--- src/rtl/midi_voice_allocator.sv ---
// Polyphonic voice allocator: maps note-on/off events onto NUM_VOICES voices
// (retrigger same note, else free voice, else steal oldest) and strobes one update per event.
module midi_voice_allocator #(
    parameter int NUM_VOICES = 4,
    parameter int VOICE_BITS = 2,
    parameter int BYTE_W     = 8,
    parameter int NOTE_W     = 7
) (
    input  logic                  sys_clk,
    input  logic                  rst_n,
    input  logic                  ev_valid,
    output logic                  ev_ready,
    input  logic                  ev_note_on,
    input  logic [NOTE_W-1:0]     ev_note,
    input  logic [BYTE_W-1:0]     ev_velocity,
    output logic [VOICE_BITS-1:0] voice_sel,
    output logic [NOTE_W-1:0]     voice_note,
    output logic [BYTE_W-1:0]     voice_velocity,
    output logic                  voice_gate,
    output logic                  voice_update,
    output logic [NUM_VOICES-1:0] voice_active
);

    typedef enum logic [1:0] {ST_IDLE, ST_SCAN, ST_ISSUE} state_t;

    state_t state, state_nxt;

    logic                  on_q;
    logic [NOTE_W-1:0]     note_q;
    logic [BYTE_W-1:0]     vel_q;
    logic [NOTE_W-1:0]     note_tab [NUM_VOICES];
    logic [VOICE_BITS-1:0] rank_tab [NUM_VOICES];
    logic                  hit_q;
    logic [VOICE_BITS-1:0] tgt_q;

    logic                  retrig_found, free_found, tgt_hit;
    logic [VOICE_BITS-1:0] retrig_idx, free_idx, old_idx, tgt_idx;

    // voice_active doubles as the per-voice gate table
    always_comb begin
        retrig_found = 1'b0;
        retrig_idx   = '0;
        free_found   = 1'b0;
        free_idx     = '0;
        old_idx      = '0;
        for (int unsigned i = 0; i < NUM_VOICES; i++) begin
            if (!retrig_found && voice_active[i] && note_tab[i] == note_q) begin
                retrig_found = 1'b1;
                retrig_idx   = VOICE_BITS'(i);
            end
            if (!free_found && !voice_active[i]) begin
                free_found = 1'b1;
                free_idx   = VOICE_BITS'(i);
            end
            if (rank_tab[i] == VOICE_BITS'(NUM_VOICES - 1))
                old_idx = VOICE_BITS'(i);
        end
        if (on_q) begin
            tgt_hit = 1'b1;
            tgt_idx = retrig_found ? retrig_idx : (free_found ? free_idx : old_idx);
        end else begin
            tgt_hit = retrig_found;
            tgt_idx = retrig_idx;
        end
    end

    always_ff @(posedge sys_clk or negedge rst_n) begin
        if (!rst_n) state <= ST_IDLE;
        else        state <= state_nxt;
    end

    always_comb begin
        state_nxt    = state;
        ev_ready     = 1'b0;
        voice_update = 1'b0;
        case (state)
            ST_IDLE: begin
                ev_ready = 1'b1;
                if (ev_valid) state_nxt = ST_SCAN;
            end
            ST_SCAN:  state_nxt = ST_ISSUE;
            ST_ISSUE: begin
                voice_update = hit_q;
                state_nxt    = ST_IDLE;
            end
            default:  state_nxt = ST_IDLE;
        endcase
    end

    always_ff @(posedge sys_clk or negedge rst_n) begin
        if (!rst_n) begin
            on_q           <= 1'b0;
            note_q         <= '0;
            vel_q          <= '0;
            hit_q          <= 1'b0;
            tgt_q          <= '0;
            voice_sel      <= '0;
            voice_note     <= '0;
            voice_velocity <= '0;
            voice_gate     <= 1'b0;
            voice_active   <= '0;
            for (int unsigned i = 0; i < NUM_VOICES; i++) begin
                note_tab[i] <= '0;
                rank_tab[i] <= VOICE_BITS'(i);
            end
        end else begin
            if (ev_ready && ev_valid) begin
                on_q   <= ev_note_on && (ev_velocity != '0);
                note_q <= ev_note;
                vel_q  <= ev_velocity;
            end
            // Outputs are registered at the end of SCAN so they appear with the ISSUE strobe
            if (state == ST_SCAN) begin
                hit_q <= tgt_hit;
                tgt_q <= tgt_idx;
                if (tgt_hit) begin
                    voice_sel      <= tgt_idx;
                    voice_note     <= on_q ? note_q : note_tab[tgt_idx];
                    voice_velocity <= on_q ? vel_q : '0;
                    voice_gate     <= on_q;
                end
            end
            if (state == ST_ISSUE && hit_q) begin
                voice_active[tgt_q] <= on_q;
                if (on_q) begin
                    note_tab[tgt_q] <= note_q;
                    for (int unsigned i = 0; i < NUM_VOICES; i++) begin
                        if (VOICE_BITS'(i) == tgt_q)
                            rank_tab[i] <= '0;
                        else if (rank_tab[i] < rank_tab[tgt_q])
                            rank_tab[i] <= rank_tab[i] + 1'b1;
                    end
                end
            end
        end
    end

endmodule

--- config.mk ---
export PLATFORM = sky130hd
export DESIGN_NAME = midi_voice_allocator
export DESIGN_NICKNAME = d
export VERILOG_FILES = /design/src/rtl/midi_voice_allocator.sv
export SDC_FILE = /design/constraint.sdc
export NUM_CORES = 1
export LEC_CHECK = 0
export BUFFER_PORTS_ARGS = -buffer_cell sky130_fd_sc_hd__buf_2
export CORE_ASPECT_RATIO = 0.5
export CORE_UTILIZATION = 35
export DETAILED_ROUTE_END_ITERATION = 7
export HOLD_SLACK_MARGIN = 0.05
export PLACE_DENSITY = 0.56
export SYNTH_ARGS = -nofsm -noshare
export SYNTH_HDL_FRONTEND = slang
export SYNTH_SLANG_ARGS = --single-unit
--- constraint.sdc ---
create_clock -name sys_clk -period 2.14 [get_ports sys_clk]
set_clock_uncertainty 0.05 [all_clocks]
set_input_delay 0.321 -clock sys_clk [delete_from_list [all_inputs] [get_ports sys_clk]]
set_output_delay 0.321 -clock sys_clk [all_outputs]
set_load 0.005 [all_outputs]
Yosys cells after proc, flatten, opt, wreduce, memory -nomap -nowiden
Cells that the tools add are included.

storage, ports and cells
  input port bits = 19
  word-level logic and storage cells = 130
  bits in registers = 79
  output and inout port bits = 24

cells by class
  bitwise operators = 2
  reduce and logical (&&, ||, !) cells = 36
  equality and inequality tests = 13
  add/sub/neg operators = 4
  muxes and demuxes = 47
  magnitude comparators = 9

operators with widths
  operator                                                  count
  2-to-1 mux 2 bit                                          20
  bitwise mux 28 bit                                        1
  == test 7 bit                                             4
  2-to-1 mux 7 bit                                          4
  logical AND 1 bit                                         15
  2-to-1 mux 1 bit                                          15
  binary-select mux 7 bit (select 2 bit)                    1
  demux 7 bit (select 2 bit)                                1
  AND reduction 3 bit                                       4
  adder 2 x 1 -> 2 bit, second input constant               4
  == test 2 bit, second input constant                      4
  logical NOT 1 bit                                         8
  < comparator 2 bit                                        4
  2-to-1 mux 8 bit                                          1
  nonzero test 2 bit                                        4
  nonzero test 8 bit                                        1
  greater-or-equal comparator 3 bit, second input constant  2
  NOT 2 -> 3 bit                                            2
  binary-select mux 2 bit (select 2 bit)                    1
  bitwise mux 4 bit                                         1
  == test 2 bit, first input constant                       2
  logical NOT 2 bit                                         2
  case mux 2 bit (2 select lines)                           1
  AND reduction 2 bit                                       2
  other kinds (7)                                           7

Depth between registers and ports, before layout
  depth after elaboration = 22
  depth in mapped cells = 10
  mapped depth without buffers = 8

Worst setup path before layout
Ideal clock, no wire load.

  kind = reg2reg
  start point = reg rank_tab[2] (netlist name)
  end point = reg voice_note[1]
  stages on the path, launching flop included = 10
  path slack = 4 ps
  required time = 2008 ps
  arrival = 2004 ps
  cells stage by stage = dfrtp_1 > ha_1 > nand2b_1 > a311o_1 > o21ai_0 > nand3_1 > buf_2 > a2111oi_0 > a211oi_1 > a31oi_1

on the way
  longest elaborated chain between the ends = 11

ends and longest elaborated chain
  what                                                  line  text
  from (decl)                                           32    logic [VOICE_BITS-1:0] rank_tab [NUM_VOICES];
  from (signal, indexed assignment)                     104   rank_tab[i] <= VOICE_BITS'(i);
  from (signal, indexed assignment)                     131   rank_tab[i] <= rank_tab[i] + 1'b1;
  == test 2 bit                                         55    if (rank_tab[i] == VOICE_BITS'(NUM_VOICES - 1))
  2-to-1 mux 2 bit (2 in series)                        55
  2-to-1 mux 2 bit (2 in series)                        60    tgt_idx = retrig_found ? retrig_idx : (free_found ? free_idx : old_idx);
  2-to-1 mux 2 bit                                      58    if (on_q) begin
  NOT 2 -> 3 bit (not written as such)                  118   voice_note <= on_q ? note_q : note_tab[tgt_idx];
  binary-select mux 7 bit (select 2 bit)                118
  2-to-1 mux 7 bit (not written as such) (2 in series)  118
  2-to-1 mux 7 bit                                      118
  to (signal assigned)                                  118
  to (decl)                                             17    output logic [NOTE_W-1:0] voice_note,

Every way passes these cells. The select of a mux whose other input is x is not followed.
A chain may end at the register's enable or synchronous reset.

Final worst setup path
  start point = reg note_q[5]
  end point = reg voice_note[3]

on the way
  longest elaborated chain between the ends = 22

ends and longest elaborated chain
  what                                                         line  text
  from (decl)                                                  29    logic [NOTE_W-1:0] note_q;
  from (signal assigned)                                       109   note_q <= ev_note;
  == test 7 bit                                                47    if (!retrig_found && voice_active[i] && note_tab[i] == note_q) begin
  logical AND 1 bit                                            47
  2-to-1 mux 1 bit                                             47
  logical NOT 1 bit                                            47
  logical AND 1 bit (2 in series)                              47
  2-to-1 mux 1 bit                                             47
  logical NOT 1 bit                                            47
  logical AND 1 bit (2 in series)                              47
  [2 not listed]                                               -
  logical AND 1 bit (2 in series)                              47
  2-to-1 mux 2 bit / 2-to-1 mux 1 bit (equally long branches)  47
  2-to-1 mux 2 bit                                             60
  2-to-1 mux 2 bit                                             58
  NOT 2 -> 3 bit (not written as such)                         118
  binary-select mux 7 bit (select 2 bit)                       118
  2-to-1 mux 7 bit (not written as such) (2 in series)         118
  2-to-1 mux 7 bit                                             118

Parallel ways exist; a longest one is shown, timed or not. The select of a mux whose other input is x is not followed.

==> results.ini <==
[status]
outcome=finished, violations left
failed_checks=negative setup slack

[clock_network]
cts_root_buffer=clkbuf_16
cts_num_sinks=79
clk_latency_ns=0.35
cts_tree=yes
numCtsBuffers=9
clock_path_buffers=2
path_clk_slew_ns=0.06
h-tree-depth=3

[hold_path]
hold_start=ev_note[4]
min_path_type=in2reg

[sta]
rsz0062_at_grt=yes
period_needed_ns=2.393
maxSlewHeadroom=0.6282
hold_viol=0
max_freq_mhz=417.9
tightest_slew_ns=0.5563
period_share=1.118
drv_slew=0
setup_viol=12
fin_ws_ns=-0.2528

[cells_and_area]
layout_commonest_cell=dfrtp_1
diodes=0
fin_util=0.5204
nets=530
final_cell_mix=dfrtp_1 (71), nand2_1 (53), buf_4 (53)
areaGrowthSynthToFinish_pct=40.76
drive_gt1_frac=0.4794
final-instance-count-excl-fill=668
fill_cells=1017

[drt]
wl_per_cell_um=18.39
drc=0
wirelength_mm=12.28
vias=3483
ant_nets=0
drt-initial-drc-count=202
drt_pre_antenna_iters=4
vias_per_cell=5.214

[setup_path]
cp-end-kind=flip-flop
critical_path.top_delay_family=simple AND/OR/NAND/NOR gates
critPathCapture=voice_note[3]$_DFFE_PN0P_
critPathMaxFanout=9
crit_path_start_kind=flip-flop
r2r-end=voice_note[3]$_DFFE_PN0P_
worstSetupPathType=reg2reg
reg2reg_depth=8
path_depth=8
cp_slowest_stage_delay_ns=0.50
critPathLaunch=note_q[5]$_DFFE_PN0P_
reg2reg_from=note_q[5]$_DFFE_PN0P_
rrSetupSlack_ns=-0.25
path_cells=xnor2_2 -> nand4_1 -> or2_4 -> and3_1 -> buf_6 -> nor4b_4 -> a211oi_2 -> a31oi_1
required_ns=2.35
crit_buf_inv=1
crit_slowest_cell=dfrtp_2
arrival_ns=2.60

[synth]
synthesis.area_um2=4184
synth_cell_type_count=45
yosysWarnings=0
synthFlopType=dfrtp_1
synth.avg_cell_area_um2=10.57
synth_edf_count=0
async_flop_share=1.000
syn_inst=396
ys_ff_latch=79
yosysSeqAreaShare=0.4737
syn-num-nets=422

[power_and_ir_drop]
ir_drop_mv=0.4830
leakage_nw=2.607
power.density_nw_per_um2=916.4
power_mw=5.397

[floorplan]
initial_core_util=0.3697
pin_count=43
die_w_um=156.6
core.rowCount=27
core_area_um2=11320
dieArea_um2=12420
die_height_um=79.31

[grt]
antenna_found_initial=0
grt_usage=0.2054
grt_pass1_wl_mm=18.90
grt_overflow=0
grt_max_degree=34
grt_pass1_vias=3390

[placed_design]
pre_cts_ws_ns=-0.2485
port_buffers=42
dp_cells=634
post-dp-hpwl_mm=8.123
routabilityCongestion=0.9013

[flow_run]
maxCapViolCount=0

[cell families (layout without fill, tap and decap cells)]
logic type	after synthesis	after routing	synth area share
adders and majority gates	7	7	0.02093
and+or+nand+nor	128	132	0.1531
buffers and inverters	34	143	0.04815
DFF	79	79	0.4737
AOI/OAI and AO/OA	72	72	0.1115
xor gates and xnor gates	28	28	0.05861
muxes	48	48	0.1340
[how the worst min path moves through the flow]
stage / depth (start not counted) / to / slack [ns]
6_report: 2 / note_q[4]$_DFFE_PN0P_ / 0.15
4_1_cts: 2 / note_q[4]$_DFFE_PN0P_ / 0.14
3_5_place_dp: 1 / note_tab[15]$_DFFE_PN0P_ / 0.26
2_1_floorplan: 0 / hit_q$_DFFE_PN0P_ / -0.02
3_3_place_gp: 1 / note_tab[22]$_DFFE_PN0P_ / 0.25
5_1_grt: 2 / note_q[4]$_DFFE_PN0P_ / 0.15
[state kept, by name, summed over array words and instances (netlist names)]
register        flops
voice_note          7
vel_q               8
rank_tab            8
voice_active        4
note_tab           28
voice_gate          1
hit_q               1
state               2
voice_sel           2
voice_velocity      8
on_q                1
note_q              7
tgt_q               2
[layout make-up]
type | instances | area, um^2 | share of cell area
Multi-Input combinational cell | 287 | 2450 | 0.4160
Sequential cell | 79 | 1987 | 0.3374
Timing Repair Buffer | 118 | 908.4 | 0.1542
Clock buffer | 9 | 225.2 | 0.03824
Tap cell | 159 | 198.9 | 0.03378
Clock inverter | 7 | 86.33 | 0.01466
Inverter | 9 | 33.78 | 0.005736
[timing repair]
item,CTS,global route
endpoints found under the setup margin,12,23
pin swaps,25,23
hold buffers,1,0
gates resized for setup,71,56
cloned,4,1
buffers inserted,10,4
endpoints found under the hold margin,31,0
[synthesized netlist by cell type, drive strengths merged (7+ instances only)]
cell	count	area [um^2]
dfrtp	75	1877
clkbuf	7	26.28
nor2	21	78.83
nor4b	7	61.31
nand2b	8	57.55
xnor2	10	87.58
a2111oi	7	67.56
inv	9	33.78
xor2	18	157.7
buf	18	141.4
a31oi	7	43.79
and3	9	56.30
nand2	57	214.0
mux2	44	495.5
ha	7	87.58
o21ai	30	150.1
a211oi	7	52.55
a21boi	7	52.55
[routing by layer]
| layer | track usage | vias up | wire (um) |
|---|---|---|---|
| li1 | - | 1622 | - |
| met1 | 0.2842 | 1734 | 5778 |
| met2 | 0.3098 | 99 | 5529 |
| met3 | 0.05186 | 28 | 645 |
| met4 | 0.07451 | 0 | 331 |
| met5 | 0 | - | 0 |
[power breakdown]
part	leakage [nW]	internal [mW]	switching [mW]
sequential	1.00	1.82	0.294
combinational	1.45	0.820	0.831
clock	0.151	0.933	0.696
total	2.61	3.58	1.82
[through the flow]
stage	TNS (ns)	hold WS (ns)	area [um^2]
2_1_floorplan	0	-0.02459	4184
3_3_place_gp	-1.885	0.2538	4931
3_5_place_dp	-2.226	0.2580	4931
4_1_cts	-0.6240	0.1445	5673
5_1_grt	-3.220	0.1491	5889
6_report	-1.560	0.1530	5889
No activity file was read; power rests on OpenSTA's default activity.
